[config.mk]
export PLATFORM = sky130hd
export DESIGN_NAME = router_fsm_ctrl
export DESIGN_NICKNAME = d
export VERILOG_FILES = /design/src/rtl/router_fsm_ctrl.sv
export SDC_FILE = /design/constraint.sdc
export NUM_CORES = 1
export LEC_CHECK = 0
export BUFFER_PORTS_ARGS = -buffer_cell sky130_fd_sc_hd__buf_2
export CAP_MARGIN = 20
export CORE_MARGIN = 2
export CORE_UTILIZATION = 51
export CTS_BUF_LIST = sky130_fd_sc_hd__clkbuf_8
export DETAILED_ROUTE_END_ITERATION = 7
export HOLD_SLACK_MARGIN = 0.03
export PLACE_DENSITY = 0.81
export SYNTH_ARGS = -nofsm -noshare
export SYNTH_HDL_FRONTEND = slang
export SYNTH_SLANG_ARGS = --single-unit
[constraint.sdc]
create_clock -name clk -period 1.5 [get_ports clk]
set_clock_uncertainty 0.05 [all_clocks]
set_input_delay 0.075 -clock clk [delete_from_list [all_inputs] [get_ports clk]]
set_output_delay 0.075 -clock clk [all_outputs]
set_load 0.005 [all_outputs]
[src/rtl/router_fsm_ctrl.sv]
// Input-path controller for the 1x3 router: packet sequencing FSM, destination
// latch, write-enable steering and per-output drain watchdogs.
module router_fsm_ctrl #(
  parameter int TIMEOUT = 30,
  parameter int CW      = 8
) (
  input  logic       clk,
  input  logic       rst,
  input  logic       pkt_vld,
  input  logic [1:0] d_in_addr,
  input  logic [2:0] fifo_full_in,
  input  logic [2:0] fifo_empty,
  input  logic [2:0] read_enb,
  input  logic       parity_done,
  input  logic       low_pkt_vld,
  output logic       fifo_full,
  output logic       detect_addr,
  output logic       lfd_state,
  output logic       ld_state,
  output logic       full_state,
  output logic       laf_state,
  output logic       rst_int_reg,
  output logic [2:0] write_enb,
  output logic       busy,
  output logic [2:0] vld_out,
  output logic [2:0] soft_reset
);

  typedef enum logic [2:0] {
    DECODE_ADDRESS,
    LOAD_FIRST_DATA,
    LOAD_DATA,
    FIFO_FULL_STATE,
    LOAD_AFTER_FULL,
    LOAD_PARITY,
    CHECK_PARITY_ERROR,
    WAIT_TILL_EMPTY
  } state_t;

  localparam logic [CW-1:0] WD_LAST = CW'(TIMEOUT - 1);

  state_t             state;
  state_t             next_state;
  logic [1:0]         addr_reg;
  logic [2:0][CW-1:0] wd_cnt;
  logic               write_enb_int;
  logic               in_addr_ok;

  // Address 3 does not exist, so selects by address fall back to 0 for it.
  function automatic logic pick(input logic [2:0] v, input logic [1:0] a);
    case (a)
      2'd0:    return v[0];
      2'd1:    return v[1];
      2'd2:    return v[2];
      default: return 1'b0;
    endcase
  endfunction

  assign in_addr_ok = pkt_vld && (d_in_addr != 2'b11);

  always_ff @(posedge clk) begin
    if (rst) state <= DECODE_ADDRESS;
    else     state <= next_state;
  end

  always_ff @(posedge clk) begin
    if (rst)                                       addr_reg <= 2'd0;
    else if (state == DECODE_ADDRESS && in_addr_ok) addr_reg <= d_in_addr;
  end

  always_comb begin
    next_state = state;
    unique case (state)
      DECODE_ADDRESS:
        if (in_addr_ok)
          next_state = pick(fifo_empty, d_in_addr) ? LOAD_FIRST_DATA : WAIT_TILL_EMPTY;
      WAIT_TILL_EMPTY:
        if (pick(fifo_empty, addr_reg)) next_state = LOAD_FIRST_DATA;
      LOAD_FIRST_DATA:
        next_state = LOAD_DATA;
      LOAD_DATA:
        if (fifo_full)     next_state = FIFO_FULL_STATE;
        else if (!pkt_vld) next_state = LOAD_PARITY;
      FIFO_FULL_STATE:
        if (!fifo_full) next_state = LOAD_AFTER_FULL;
      LOAD_AFTER_FULL:
        if (parity_done)      next_state = DECODE_ADDRESS;
        else if (low_pkt_vld) next_state = LOAD_PARITY;
        else                  next_state = LOAD_DATA;
      LOAD_PARITY:
        next_state = CHECK_PARITY_ERROR;
      CHECK_PARITY_ERROR:
        next_state = fifo_full ? FIFO_FULL_STATE : DECODE_ADDRESS;
      default:
        next_state = DECODE_ADDRESS;
    endcase
    // A watchdog firing on the active output abandons the packet.
    if (state != DECODE_ADDRESS && pick(soft_reset, addr_reg))
      next_state = DECODE_ADDRESS;
  end

  always_ff @(posedge clk) begin
    for (int i = 0; i < 3; i++) begin
      if (rst) begin
        wd_cnt[i]     <= '0;
        soft_reset[i] <= 1'b0;
      end else if (read_enb[i] || fifo_empty[i]) begin
        wd_cnt[i]     <= '0;
        soft_reset[i] <= 1'b0;
      end else if (wd_cnt[i] == WD_LAST) begin
        wd_cnt[i]     <= '0;
        soft_reset[i] <= 1'b1;
      end else begin
        wd_cnt[i]     <= wd_cnt[i] + CW'(1);
        soft_reset[i] <= 1'b0;
      end
    end
  end

  assign detect_addr   = (state == DECODE_ADDRESS);
  assign lfd_state     = (state == LOAD_FIRST_DATA);
  assign ld_state      = (state == LOAD_DATA);
  assign full_state    = (state == FIFO_FULL_STATE);
  assign laf_state     = (state == LOAD_AFTER_FULL);
  assign rst_int_reg   = (state == CHECK_PARITY_ERROR);
  assign write_enb_int = ld_state || laf_state || (state == LOAD_PARITY);
  assign write_enb     = write_enb_int ? (3'b001 << addr_reg) : 3'b000;
  assign busy          = !(detect_addr || ld_state);
  assign fifo_full     = pick(fifo_full_in, addr_reg);
  assign vld_out       = ~fifo_empty;

endmodule

==> qor.txt, run 1 <==
Combinational share of power - 46.7%
Mean Syn Cell Area - 8.706 µm²
GRT Total Usage - 24.67%
Final period utilization - 112.5%
Failing checks - setup timing
Vias in the first global route - 1533
Via Count - 1612
Worst slew margin - 74.43%
Seq/Total Area, Yosys - 38.73%
Slew Viols, Final - 0
Vias per inst - 5.373
Mapped Area - 1654 µm²
Max reg flops - 24
Leakage - 1.002 nW
DIE HEIGHT - 60.95 µm
Top Ports - 33
Chip width - 60.95 µm
Die area - 3715 µm²
Yosys reg bits - 32
Bufs on Longest Clock Path - 2
Worst path required time - 1680 ps
GRT met3 Usage - 7.036%
Post-synth top area cell - dfxtp_1
N_diodes - 0
PD cells - 1329 nW/µm²
Reg with most FFs - wd_cnt
Final min period - 1687 ps
Initial antenna violation count - 0
Post-synth EDFFs - 0
Net Sw Power - 1.031 mW
Largest registers - wd_cnt x24, soft_reset x3, state x3
Final WL - 4.395 mm
Arrival time at the worst endpoint - 1860 ps
Grt total ovfl - 0
RePlAce Congestion - 0.8327
Flop pwr share - 31.4%
Clock share of power - 22.0%
Top cell type's share of synthesized area - 38.73%
Critical path class - flip-flop to flip-flop
Crit path capture type - flip-flop
Unique masters post-synth - 43
Slowest cell on the critical path - or3_1
Drt first pass iters - 4
TritonCTS clock tree - done
Remaining antenna violation count after routing - 0
Slowest Stage Delay on Critical Path - 370 ps
Post-synth ARST share - 0%
Cell Int Power - 2.001 mW
Top post-synthesis cells by area - dfxtp_1 39%, nor2_1 6.8%, xor2_1 5.8%, ha_1 4.5%, nand3_1 3.9%
Clock Latency Late Sink - 290 ps
Fmax - 592.7 MHz
CTS HTree Levels - 2
Clock sink count - 32
RSZ-0062 raised after global routing - yes
Fraction of layout cells with a size suffix above 1 - 35.55%
Total CTS buffers - 5
Status - finished, violations left
Startpoint Class - flip-flop
IO buf count - 32
Final count of hold timing violations - 0
DP Area - 2003 µm²
HP Class - input pin to flip-flop
WL/cell - 14.65 µm
Nets in the synthesized netlist - 212
Setup violations, final - 5
Largest net degree at the start of global routing - 12
Clock root buffer master - clkbuf_8
First-pass GRT wire length - 6.617 mm
Final setup margin - -187.2 ps
Met2 Use GR - 41.78%
Commonest register cell after synthesis - dfxtp_1
Starting density of the core - 53.74%
DR iter-0 viols - 204
Clock Pin Slew Worst Setup and Hold Paths - 60 ps
Fin nets - 277
Setup TNS - -534.1 ps
CP max FO - 4
Yosys warnings - 0
Switching Share - 34.01%
Post-DP HPWL - 2.662 mm
VDD IR max - 693.9 µV
Global-route layer with the greatest usage - met2
CP Cell Sequence - buf_6 -> mux2i_4 -> mux4_2 -> o22ai_2 -> or3_1 -> a21oi_2
DRC viols - 0
Core area - 3078 µm²
P&R area growth vs syn - 37.97%
Cells after Synth - 190
Site Rows - 20
Final instance area - 2282 µm²
Max-Cap Viols - 0
Least-Margin Pin Slew - 380.6 ps
Met1 Track Usage GR - 27.97%
[synthesized netlist by cell type, types with 2 or more instances]
cell type / number
nand4_1: 2
and2_1: 3
xor2_1: 11
nand2b_1: 4
nor2b_1: 3
mux2i_1: 2
inv_1: 7
dfxtp_1: 32
nor3_1: 6
o21ai_0: 5
xnor2_1: 7
nand3b_1: 3
ha_1: 6
or3_1: 3
nor2_1: 30
nand2_1: 10
nor3b_1: 4
a21oi_1: 6
and3_1: 7
clkbuf_1: 2
nor4b_1: 2
mux2i_4: 2
nand3_1: 13
[power by group through the flow]
stage	registers, mW	logic [mW]	clock network, mW
2_1_floorplan	0.966	0.627	0
3_3_place_gp	0.954	1.04	0
3_5_place_dp	0.957	1.06	0
4_1_cts	0.947	1.28	0.691
5_1_grt	0.952	1.51	0.716
6_report	0.951	1.42	0.666
[metal layers]
layer | wire, µm | vias to the layer above
met4 | 143 | 0
met5 | 0 | -
met3 | 282 | 14
li1 | - | 783
met1 | 1815 | 742
met2 | 2154 | 73
[area by class of cell]
type                       instances  area [µm²]
tap                               44       55.05
timing repair buffer              63       422.9
multi-input combinational        145        1041
fill                             212       795.8
clock buffer                       6       82.58
sequential                        32       643.1
inverter                           8       30.03
clock inverter                     2       7.507
[worst max-delay path, delay by kind of cell, from the launching register on]
kind,cells,cell delay [ps]
AO/OA/AOI/OAI,2,200
buffers and inverters,1,120
flip-flops,1,350
multiplexers,2,530
AND/OR/NAND/NOR,1,370
[timing repair]
item                                    in CTS  in global routing
gates resized for setup                     15                 13
setup buffers                                9                  0
hold endpoints to repair                     3                  0
hold buffers                                 2                  0
pin swaps                                    2                  5
endpoints found under the setup margin       7                 32
[per-stage QoR]
step	power (mW)	util [%]	setup WS (ps)	std cells	hold WS, ps
after global routing	3.179	74.15	-259.2	300	48.01
after floorplan	1.593	-	-85.78	190	96.84
final	3.032	74.15	-187.2	300	40.30
after detailed placement	2.014	65.08	-155.1	282	301.9
after global placement	1.993	65.08	-112.6	282	288.2
after CTS	2.923	72.52	-159.6	300	33.66
[placed cells by master (no fill, tap or decap), drive strengths merged, types with 2 or more instances in the layout]
| master | Yosys | layout |
|---|---|---|
| clkbuf | 2 | 6 |
| xor2 | 11 | 11 |
| nand2 | 10 | 10 |
| nand3b | 3 | 3 |
| dfxtp | 32 | 32 |
| nand4 | 2 | 2 |
| a21oi | 6 | 6 |
| nor2b | 3 | 3 |
| and3 | 7 | 7 |
| o21ai | 5 | 5 |
| or3 | 4 | 4 |
| dlygate4sd3 | 0 | 2 |
| inv | 8 | 10 |
| nor3 | 6 | 6 |
| nand2b | 4 | 4 |
| nor3b | 4 | 4 |
| nand3 | 13 | 13 |
| xnor2 | 7 | 7 |
| nor2 | 30 | 30 |
| ha | 6 | 6 |
| buf | 3 | 61 |
| nor4b | 2 | 2 |
| mux2i | 4 | 4 |
| and2 | 3 | 3 |
[kinds of logic after synthesis]
family                   after synthesis  synth area share, %
AND/OR/NAND/NOR                       95                29.88
buffers and inverters                 13                3.707
flip-flops                            32                38.73
XOR/XNOR                              18                9.531
adder cells (fa/ha/maj)                6                4.538
multiplexers                           6                5.976
AO/OA/AOI/OAI                         20                7.641
[final timing paths]
check	from	endpoint	slack (ps)	cells after the start
min reg2reg	wd_cnt[7]	wd_cnt[7]	430	2
max reg2reg	addr_reg[0]	state[2]	-190	6
max	addr_reg[0]	state[2]	-190	6
min	read_enb[1]	wd_cnt[14]	40	3
No activity file was read; power rests on OpenSTA's default activity.
==> run 2: changes to the inputs <==
--- a/config.mk
+++ b/config.mk
@@ -7,7 +7,6 @@
 export LEC_CHECK = 0
 export BUFFER_PORTS_ARGS = -buffer_cell sky130_fd_sc_hd__buf_2
 export CAP_MARGIN = 20
-export CORE_MARGIN = 2
 export CORE_UTILIZATION = 51
 export CTS_BUF_LIST = sky130_fd_sc_hd__clkbuf_8
 export DETAILED_ROUTE_END_ITERATION = 7
==> run 2 against run 1 <==
  * The flow still finishes with violations (setup timing)
  * Sequential share of layout area increased by 0.31 points
  * Global-route usage decreased by 2.2 points
  * Via count decreased by 5.6%
  * Non-clock buffer count decreased by 2
  * Cell area decreased by 0.71%
  * Flip-flop and latch count unchanged
  * Setup slack got worse by 29 ps
  * Critical endpoint unchanged
==> qor.txt, run 2 (synthesis results as in run 1) <==
Status - finished, violations left
Failing checks - setup timing
Leakage - 0.9931 nW
Final WL - 3.493 mm
Reg2reg setup slack - -220 ps
Drt first pass iters - 4
Crit path capture type - flip-flop
Fraction of layout cells with a size suffix above 1 - 33.99%
Least-Margin Pin Slew - 406.9 ps
CP max FO - 4
Via Count - 1522
DIE HEIGHT - 58.95 µm
Fin nets - 275
Largest net degree at the start of global routing - 12
Clock sink count - 32
Grt total ovfl - 0
DR iter-0 viols - 82
RSZ-0062 raised after global routing - yes
Reg2reg end - state[2]
Vias per inst - 5.125
Placed insts - 281
RePlAce Congestion - 0.8017
First-pass GRT wire length - 5.823 mm
Slew Viols, Final - 0
Vias in the first global route - 1389
CTS HTree Levels - 2
Post-route total power - 2.950 mW
P&R area growth vs syn - 36.99%
DRC viols - 0
Reg with most FFs - wd_cnt
Remaining antenna violation count after routing - 0
N_diodes - 0
Core Util, Final - 74.22%
Largest registers - wd_cnt x24, soft_reset x3, state x3
Bufs on Longest Clock Path - 2
TritonCTS clock tree - done
Max reg flops - 24
Hold path depth - 3
Startpoint Class - flip-flop
Critical path class - flip-flop to flip-flop
WL/cell - 11.76 µm
Slowest Stage Delay on Critical Path - 490 ps
Die area - 3475 µm²
Clock Latency Late Sink - 280 ps
HP Class - input pin to flip-flop
Clock Pin Slew Worst Setup and Hold Paths - 60 ps
Final count of hold timing violations - 0
Slowest cell on the critical path - mux4_2
Reg2reg start - addr_reg[0]
VDD IR max - 776.3 µV
CP top delay family - multiplexers
Top Ports - 33
Final period utilization - 114.4%
Initial antenna violation count - 0
Core area - 3053 µm²
Pre-CTS setup slack - -209.2 ps
Setup violations, final - 4
Fillcell total - 240
R2R cell count - 5
Max-Cap Viols - 0
Hold wc startpoint - read_enb[1]
Starting density of the core - 54.18%
CP Cell Sequence - mux2_4 -> mux4_2 -> o22ai_2 -> or3_1 -> a21oi_1
Worst path buffer plus inverter count - 0
Total CTS buffers - 5
Post-DP HPWL - 2.452 mm
Arrival time at the worst endpoint - 1840 ps
Most frequent cells in the layout - 31 x buf_2, 30 x dfxtp_1, 28 x nor2_1, 21 x buf_4, 13 x nand3_1
Final min period - 1717 ps
Worst slew margin - 72.66%
Worst path required time - 1620 ps
PD cells - 1302 nW/µm²
IO buf count - 32
Final Non-Filler Cells - 297
Most common cell after layout, fill and taps aside - buf_2
Chip width - 58.95 µm
Site Rows - 20
WHS Endpoint - soft_reset[1]
Fmax - 582.5 MHz
GRT Total Usage - 22.49%
Final setup margin - -216.7 ps
Clock root buffer master - clkbuf_8
Final hold slack - 42.67 ps
## run 2: metal layers
layer / GRT usage (%) / share of wire, %
met4: 8.503 / 1.4
met3: 7.033 / 4.6
met1: 26.93 / 45
met2: 37.66 / 49
met5: 0 / 0
## run 2: stage by stage
stage / cell area [µm²] / setup TNS, ps
2_1_floorplan: 1662 / -131.0
3_3_place_gp: 1996 / -340.2
3_5_place_dp: 1996 / -490.9
4_1_cts: 2210 / -453.1
5_1_grt: 2266 / -790.1
6_report: 2266 / -560.1
## run 2: power by group
group | leakage [nW] | switching (mW) | total, mW | internal [mW]
clock | 0.0503 | 0.291 | 0.699 | 0.408
sequential | 0.260 | 0.0476 | 0.954 | 0.907
combinational | 0.683 | 0.580 | 1.30 | 0.717
total | 0.993 | 0.919 | 2.95 | 2.03
## run 2: what timing repair did
| action | 4_1_cts | 5_1_grt |
|---|---|---|
| pin swaps | 3 | 6 |
| hold endpoints to repair | 3 | 0 |
| setup buffers | 6 | 2 |
| resized for setup | 15 | 9 |
| hold buffers | 2 | 0 |
| setup endpoints to repair | 7 | 27 |
## run 2: worst min-delay path, cell delays in order
cell	delay, ps
buf_2	80
nor3_1	50
and3_1	130
## run 2: worst max path at each step
stage / start / endpoint / cells after the start
5_1_grt: addr_reg[0] / state[2] / 5
2_1_floorplan: addr_reg[0] / state[2] / 5
6_report: addr_reg[0] / state[2] / 5
3_3_place_gp: addr_reg[0] / state[2] / 5
3_5_place_dp: addr_reg[0] / state[2] / 5
4_1_cts: addr_reg[0] / state[2] / 5
## run 2: layout make-up
type,instances,area (µm²),share of cell area [%]
repair buffers,61,411.6,18.17
well taps,44,55.05,2.430
multi-input cells,145,1027,45.33
clock buffers,7,96.34,4.252
inverters,8,30.03,1.325
flip-flops and latches,32,645.6,28.49
